$ cat src/rtl/alu_fifo_core_if.sv
`default_nettype none
// ============================================================================
// Module      : alu_fifo_core_if
// Description : Switch/button inputs and display outputs of alu_fifo_core.
// Revision    : 1.0 - initial release
// ============================================================================
interface alu_fifo_core_if #(
  parameter int W     = 6,
  parameter int DEPTH = 8
);
  localparam int CW = $clog2(DEPTH + 1);

  logic          button;
  logic          mode;
  logic [2:0]    instruct;
  logic [W-1:0]  A;
  logic [W-1:0]  B;
  logic [2:0]    dout_op;
  logic [W-1:0]  dout_res;
  logic          dout_ovf;
  logic          dout_valid;
  logic          nA_LED;
  logic          nB_LED;
  logic          nR_LED;
  logic          over_LED;
  logic          LED_full;
  logic          LED_empty;
  logic          almost_full;
  logic [CW-1:0] count;
  logic          err_ovr;
  logic          err_udr;

  modport master (
    output button, mode, instruct, A, B,
    input  dout_op, dout_res, dout_ovf, dout_valid, nA_LED, nB_LED, nR_LED,
           over_LED, LED_full, LED_empty, almost_full, count, err_ovr, err_udr
  );

  modport slave (
    input  button, mode, instruct, A, B,
    output dout_op, dout_res, dout_ovf, dout_valid, nA_LED, nB_LED, nR_LED,
           over_LED, LED_full, LED_empty, almost_full, count, err_ovr, err_udr
  );
endinterface
`default_nettype wire

$ cat src/rtl/alu_fifo_core.sv
`default_nettype none
// ============================================================================
// Module      : alu_fifo_core
// Description : Signed W-bit ALU feeding a DEPTH-entry FIFO, button driven.
// Revision    : 1.0 - initial release
// ============================================================================
module alu_fifo_core #(
  parameter int W         = 6,
  parameter int DEPTH     = 8,
  parameter int AF_THRESH = DEPTH - 1
) (
  input  wire logic       clock,
  input  wire logic       rst,
  alu_fifo_core_if.slave  bus
);
  localparam int PW = $clog2(DEPTH);
  localparam int CW = $clog2(DEPTH + 1);
  localparam int EW = 3 + W + 1;

  typedef enum logic [0:0] {IDLE = 1'b0, EXEC = 1'b1} state_t;

  state_t          state_q, state_d;
  logic [2:0]      sync_q;
  logic            strobe;
  logic [2:0]      op_q;
  logic [W-1:0]    a_q, b_q;
  logic [EW-1:0]   mem_q [DEPTH];
  logic [PW-1:0]   wr_ptr_q, rd_ptr_q;
  logic [CW-1:0]   count_q;
  logic [2:0]      dout_op_q;
  logic [W-1:0]    dout_res_q;
  logic            dout_ovf_q, dout_valid_q;
  logic            err_ovr_q, err_udr_q;
  logic            capture, exec, pop_req;
  logic            full, empty, push, pop;
  logic [W-1:0]    sum, diff, res;
  logic            ovf;
  logic [EW-1:0]   head;

  // sync_q[1] is the synchronised level; sync_q[2] delays it for edge detect
  always_ff @(posedge clock or negedge rst) begin
    if (!rst) sync_q <= '0;
    else      sync_q <= {sync_q[1:0], bus.button};
  end
  assign strobe = sync_q[1] & ~sync_q[2];

  always_ff @(posedge clock or negedge rst) begin
    if (!rst) state_q <= IDLE;
    else      state_q <= state_d;
  end

  always_comb begin
    state_d = state_q;
    capture = 1'b0;
    exec    = 1'b0;
    pop_req = 1'b0;
    case (state_q)
      IDLE: begin
        if (strobe) begin
          if (bus.mode) begin
            capture = 1'b1;
            state_d = EXEC;
          end else begin
            pop_req = 1'b1;
          end
        end
      end
      EXEC: begin
        exec    = 1'b1;
        state_d = IDLE;
      end
      default: state_d = IDLE;
    endcase
  end

  assign full  = (count_q == CW'(DEPTH));
  assign empty = (count_q == '0);
  assign push  = exec & ~full;
  assign pop   = pop_req & ~empty;

  assign sum  = a_q + b_q;
  assign diff = a_q - b_q;

  always_comb begin
    res = '0;
    ovf = 1'b0;
    case (op_q)
      3'b000: begin
        res = sum;
        ovf = (a_q[W-1] == b_q[W-1]) && (sum[W-1] != a_q[W-1]);
      end
      3'b001: begin
        res = diff;
        ovf = (a_q[W-1] != b_q[W-1]) && (diff[W-1] != a_q[W-1]);
      end
      3'b010:  res = a_q & b_q;
      3'b011:  res = a_q | b_q;
      3'b100:  res = {{(W-1){1'b0}}, (a_q == b_q)};
      3'b101:  res = {{(W-1){1'b0}}, ($signed(a_q) > $signed(b_q))};
      3'b110:  res = {{(W-1){1'b0}}, ($signed(a_q) < $signed(b_q))};
      default: res = {{(W-1){1'b0}}, (a_q == '0)};
    endcase
  end

  always_ff @(posedge clock or negedge rst) begin
    if (!rst) begin
      op_q <= '0;
      a_q  <= '0;
      b_q  <= '0;
    end else if (capture) begin
      op_q <= bus.instruct;
      a_q  <= bus.A;
      b_q  <= bus.B;
    end
  end

  // Storage carries no reset; occupancy is tracked by count_q alone
  always_ff @(posedge clock) begin
    if (push) mem_q[wr_ptr_q] <= {op_q, res, ovf};
  end
  assign head = mem_q[rd_ptr_q];

  always_ff @(posedge clock or negedge rst) begin
    if (!rst) begin
      wr_ptr_q     <= '0;
      rd_ptr_q     <= '0;
      count_q      <= '0;
      dout_op_q    <= '0;
      dout_res_q   <= '0;
      dout_ovf_q   <= 1'b0;
      dout_valid_q <= 1'b0;
      err_ovr_q    <= 1'b0;
      err_udr_q    <= 1'b0;
    end else begin
      if (push) begin
        wr_ptr_q <= wr_ptr_q + PW'(1);
        count_q  <= count_q + CW'(1);
      end else if (pop) begin
        rd_ptr_q     <= rd_ptr_q + PW'(1);
        count_q      <= count_q - CW'(1);
        dout_op_q    <= head[EW-1 -: 3];
        dout_res_q   <= head[W:1];
        dout_ovf_q   <= head[0];
        dout_valid_q <= 1'b1;
      end
      if (exec && full)     err_ovr_q <= 1'b1;
      if (pop_req && empty) err_udr_q <= 1'b1;
    end
  end

  assign bus.dout_op     = dout_op_q;
  assign bus.dout_res    = dout_res_q;
  assign bus.dout_ovf    = dout_ovf_q;
  assign bus.dout_valid  = dout_valid_q;
  assign bus.nA_LED      = bus.A[W-1];
  assign bus.nB_LED      = bus.B[W-1];
  assign bus.nR_LED      = dout_res_q[W-1] & dout_valid_q;
  assign bus.over_LED    = dout_ovf_q & dout_valid_q;
  assign bus.LED_full    = full;
  assign bus.LED_empty   = empty;
  assign bus.almost_full = (count_q >= CW'(AF_THRESH));
  assign bus.count       = count_q;
  assign bus.err_ovr     = err_ovr_q;
  assign bus.err_udr     = err_udr_q;
endmodule
`default_nettype wire

$ cat src/flat_wrapper.sv
// flat-port wrapper written by rule: the top's interface ports become plain ports
module alu_fifo_core_flat 
#(
  parameter int W         = 6,
  parameter int DEPTH     = 8,
  parameter int AF_THRESH = DEPTH - 1
)
  (clock, rst, bus_button, bus_mode, bus_instruct, bus_A, bus_B, bus_dout_op, bus_dout_res, bus_dout_ovf, bus_dout_valid, bus_nA_LED, bus_nB_LED, bus_nR_LED, bus_over_LED, bus_LED_full, bus_LED_empty, bus_almost_full, bus_count, bus_err_ovr, bus_err_udr);
  alu_fifo_core_if #(.W(W), .DEPTH(DEPTH)) bus_i ();
  input  wire logic clock;
  input  wire logic rst;
  input wire logic [$bits(bus_i.button)-1:0] bus_button;
  input wire logic [$bits(bus_i.mode)-1:0] bus_mode;
  input wire logic [$bits(bus_i.instruct)-1:0] bus_instruct;
  input wire logic [$bits(bus_i.A)-1:0] bus_A;
  input wire logic [$bits(bus_i.B)-1:0] bus_B;
  output wire logic [$bits(bus_i.dout_op)-1:0] bus_dout_op;
  output wire logic [$bits(bus_i.dout_res)-1:0] bus_dout_res;
  output wire logic [$bits(bus_i.dout_ovf)-1:0] bus_dout_ovf;
  output wire logic [$bits(bus_i.dout_valid)-1:0] bus_dout_valid;
  output wire logic [$bits(bus_i.nA_LED)-1:0] bus_nA_LED;
  output wire logic [$bits(bus_i.nB_LED)-1:0] bus_nB_LED;
  output wire logic [$bits(bus_i.nR_LED)-1:0] bus_nR_LED;
  output wire logic [$bits(bus_i.over_LED)-1:0] bus_over_LED;
  output wire logic [$bits(bus_i.LED_full)-1:0] bus_LED_full;
  output wire logic [$bits(bus_i.LED_empty)-1:0] bus_LED_empty;
  output wire logic [$bits(bus_i.almost_full)-1:0] bus_almost_full;
  output wire logic [$bits(bus_i.count)-1:0] bus_count;
  output wire logic [$bits(bus_i.err_ovr)-1:0] bus_err_ovr;
  output wire logic [$bits(bus_i.err_udr)-1:0] bus_err_udr;
  assign bus_i.button = bus_button;
  assign bus_i.mode = bus_mode;
  assign bus_i.instruct = bus_instruct;
  assign bus_i.A = bus_A;
  assign bus_i.B = bus_B;
  assign bus_dout_op = bus_i.dout_op;
  assign bus_dout_res = bus_i.dout_res;
  assign bus_dout_ovf = bus_i.dout_ovf;
  assign bus_dout_valid = bus_i.dout_valid;
  assign bus_nA_LED = bus_i.nA_LED;
  assign bus_nB_LED = bus_i.nB_LED;
  assign bus_nR_LED = bus_i.nR_LED;
  assign bus_over_LED = bus_i.over_LED;
  assign bus_LED_full = bus_i.LED_full;
  assign bus_LED_empty = bus_i.LED_empty;
  assign bus_almost_full = bus_i.almost_full;
  assign bus_count = bus_i.count;
  assign bus_err_ovr = bus_i.err_ovr;
  assign bus_err_udr = bus_i.err_udr;
  alu_fifo_core #(.W(W), .DEPTH(DEPTH), .AF_THRESH(AF_THRESH)) u_core (.clock(clock), .rst(rst), .bus(bus_i));
endmodule
$ cat config.mk
export PLATFORM = sky130hd
export DESIGN_NAME = alu_fifo_core_flat
export DESIGN_NICKNAME = d
export VERILOG_FILES = /design/src/rtl/alu_fifo_core_if.sv /design/src/rtl/alu_fifo_core.sv /design/src/flat_wrapper.sv
export SDC_FILE = /design/constraint.sdc
export NUM_CORES = 1
export LEC_CHECK = 0
export CAP_MARGIN = 20
export CORE_MARGIN = 1
export CORE_UTILIZATION = 49
export DETAILED_ROUTE_END_ITERATION = 6
export HOLD_SLACK_MARGIN = 0.06
export PLACE_DENSITY = 0.79
export SLEW_MARGIN = 25
export SYNTH_ARGS = -nofsm -noshare
export SYNTH_HDL_FRONTEND = slang
export SYNTH_SLANG_ARGS = --single-unit
$ cat constraint.sdc
create_clock -name clock -period 2.93 [get_ports clock]
set_input_delay 0.7325 -clock clock [delete_from_list [all_inputs] [get_ports clock]]
set_output_delay 0.7325 -clock clock [all_outputs]
set_load 0.1 [all_outputs]
==> metrics.md <==
| Metric | Value |
|---|---|
| Outcome | `finished clean` |
| Final Wtd Congestion | `0.873` |
| WP data required | `3.06 ns` |
| GR Overflow Total | `0` |
| Vias in the first global route | `around 3,500` |
| Fin area | `6850 um^2` |
| CP Launch Type | `register` |
| VDD IR max | `0.000889 V` |
| Initial antenna violation count | `0` |
| H-tree depth | `4` |
| Kind of critical path | `reg2reg` |
| Syn avg cell area | `14.2 um^2` |
| Hold WC Path Type | `in2async` |
| Synth area leaders | `edfxtp_1 (43%), dfrtp_1 (19%), mux4_2 (8.5%)` |
| Cells on worst reg2reg path | `8` |
| HPWL after DPL | `approximately 7000 um` |
| Router iterations before antenna repair | `5` |
| Pre-CTS WS | `0.508 ns` |
| Largest net degree at the start of global routing | `43` |
| Starting Density | `50.8%` |
| CTS buffer count | `17` |
| CTS Sinks | `122` |
| Number of port buffers | `42` |
| Max-slew headroom | `34.1%` |
| Count of final hold-check violations | `0` |
| Async SR Flop Fraction | `roughly a third` |
| Clock skew | `between 0.01 and 0.015 ns` |
| Post-DR vias/cell | `between 5 and 6` |
| YS warnings | `0` |
| Longest Clk Path Bufs | `2` |
| Number of synthesized flops with an enable pin | `80` |
| # setup viols final | `0` |
| Yosys reg bits | `122` |
| Area of the die | `11,800 um^2` |
| Layout area overhead | `23.2%` |
| DR iter-0 viols | `254` |
| Post-synthesis sequential area ratio | `about 62%` |
| Post-layout min period | `roughly 2.5 ns` |
| Cells after Synth | `391` |
| Worst EP arrival | `roughly 2.6 ns` |
| DRC viols | `0` |
| Clk root buf | `clkbuf_16` |
| Antenna diodes | `0` |
| Dominant synthesized flop cell | `edfxtp_1` |
| Synth cell types | `53` |
| Achievable Freq | `approximately 400 MHz` |
| Cell with the most instances after synthesis | `edfxtp_1` |
| # rows | `38` |
| Slew @ Worst Pin | `~1 ns` |
| Worst Slack Setup Final | `0.439 ns` |
| Synth Net Count | `435` |
| I/O pin count | `43` |
| Chip height | `~110 um` |
| Most frequent cells after synthesis | `edfxtp_1 (80), dfrtp_1 (42), nand2_1 (42), ha_1 (22), mux4_2 (21)` |
| DP Area | `6180 um^2` |
| Die Span X | `around 110 um` |
| Total GRT Usage | `20.7%` |
| First-pass GRT wire length | `17,800 um` |
| CTS tree | `yes` |
| Wire per inst | `~18 um` |
| CP endpoint kind | `register` |
| Hold buffers post-CTS | `0` |
| Nets | `between 400 and 500` |
| PD cells | `1120 nW/um^2` |
| Postcts setup bufs | `0` |
| Via count | `around 3,300` |
| Routed WL | `10,800 um` |
| Leakage power total | `around 2.6 nW` |
| Period utilisation layout | `85.0%` |
| Critical path fanouts, max | `8` |
| Pins Over Slew Limit | `0` |
| Share of post-route cells with drive strength above 1 | `between 20% and 30%` |
| Max Cap Viol | `0` |
| Synth area leader | `edfxtp_1` |
| Mapped Area | `5560 um^2` |
| Post-route ant nets | `0` |
| RSZ-0062 raised after global routing | `false` |
| Area of the core | `10,900 um^2` |
| CTS clk-pin slew, worst paths | `0.06 ns` |
| Clk Latency, worst-skew pair | `0.41 ns` |
| Synth top area share | `43.2%` |
| Post-cts gate resize count | `0` |
==> layout make-up <==
class / count / area (um^2)
sequential: 122 / 3470
inverter: 19 / 76.3
clock buffer: 17 / 425
timing repair buffer: 55 / 480
clock inverter: 15 / 245
multi-input combinational: 229 / 1980
tap: 140 / 175
fill: 804 / 4090
==> where the power goes <==
group | switching (W) | leakage (nW) | internal [W] | total [W]
logic | 0.00183 | 1.09 | 0.000927 | 0.00276
clock network | 0.000751 | 0.327 | 0.00160 | 0.00235
registers | 0.000365 | 1.23 | 0.00221 | 0.00257
total | 0.00295 | 2.65 | 0.00473 | 0.00768
==> cell families (layout without fill, tap and decap cells) <==
kind of cell	count (synthesis)	in the layout	synth area share [%]
mux	37	37	11.5
compound gates	64	64	7.20
flops	122	122	62.1
simple gates	93	93	8.37
fa+ha+maj	25	25	6.03
buf+inv	40	106	3.26
xor+xnor	10	10	1.58
==> routing by layer <==
| layer | global-route usage (%) | part of all wire (%) | vias to the layer above |
|---|---|---|---|
| li1 | - | - | 1560 |
| met3 | 5.73 | 4.7 | 12 |
| met4 | 7.82 | 1.1 | 0 |
| met1 | 26.1 | 43 | 1651 |
| met2 | 34.1 | 51 | 107 |
| met5 | 0 | 0 | - |
==> worst max-delay path: stages (launching register included) <==
cell	delay (ns)
dfrtp_1	0.37
inv_1	0.08
ha_1	0.22
fa_1	0.41
nor2_1	0.21
o311ai_0	0.14
a21oi_1	0.21
mux2i_1	0.10
a31oi_1	0.47
==> state kept, by name, summed over array words and instances (netlist names) <==
name	cells
u_core.bus.count	4
u_core.bus.err_udr	1
u_core.op_q	3
u_core.bus.dout_op	3
u_core.bus.dout_valid	1
u_core.sync_q	3
u_core.state_q	1
u_core.mem_q	80
u_core.a_q	6
u_core.bus.dout_ovf	1
u_core.rd_ptr_q	3
u_core.bus.dout_res	6
u_core.wr_ptr_q	3
u_core.b_q	6
u_core.bus.err_ovr	1
==> worst paths after layout <==
kind | end | slack (ns) | start
worst max-delay path | u_core.mem_q[0][1]$_DFFE_PP_ | 0.44 | u_core.a_q[0]$_DFFE_PN0P_
max in group asynchronous | u_core.bus.count[3]$_DFFE_PN0P_ | 2.20 | rst
worst min-delay path | u_core.bus.dout_ovf$_DFFE_PN0P_ | 0.31 | rst
worst min register to register | u_core.sync_q[1]$_DFF_PN0_ | 0.36 | u_core.sync_q[0]$_DFF_PN0_
min in group clock | u_core.sync_q[1]$_DFF_PN0_ | 0.36 | u_core.sync_q[0]$_DFF_PN0_
worst max register to register | u_core.mem_q[0][1]$_DFFE_PP_ | 0.44 | u_core.a_q[0]$_DFFE_PN0P_
==> per-stage QoR <==
step           hold slack (ns)  TNS, ns  cells  power (W)  util, %
3_5_place_dp             0.343        0    565    0.00536     56.5
3_3_place_gp             0.336        0    565    0.00528     56.5
2_1_floorplan            0.331   -0.494    391    0.00472        -
5_1_grt                  0.337        0    597    0.00802     62.6
4_1_cts                  0.365        0    597    0.00774     62.6
6_report                 0.306        0    597    0.00768     62.6
==> cells in the final DEF (no fill, tap or decap), types with 2 or more instances in the layout <==
cell type and instances:
and2_1 3, nand2_1 42, a21o_1 6, a21oi_1 9, dfrtp_4 3, clkdlybuf4s50_1 17, ha_1 21, a21oi_2 2
mux2i_1 13, o21ai_0 17, clkinv_1 2, nor2b_1 3, nor2_1 12, mux4_2 21, clkbuf_16 17, o2111ai_1 2
clkinv_4 3, mux2_2 2, bufinv_16 6, edfxtp_1 80, nor3_1 7, inv_1 17, a31oi_1 3, buf_12 2
nand3_1 4, nor4_1 3, nand2b_1 7, dfrtp_1 38, buf_4 36, xnor2_1 9, o31ai_1 3, o21a_1 2
o311ai_1 2, inv_6 4, fa_1 3, o21ai_1 10
Power figures use the tool's default switching activity.
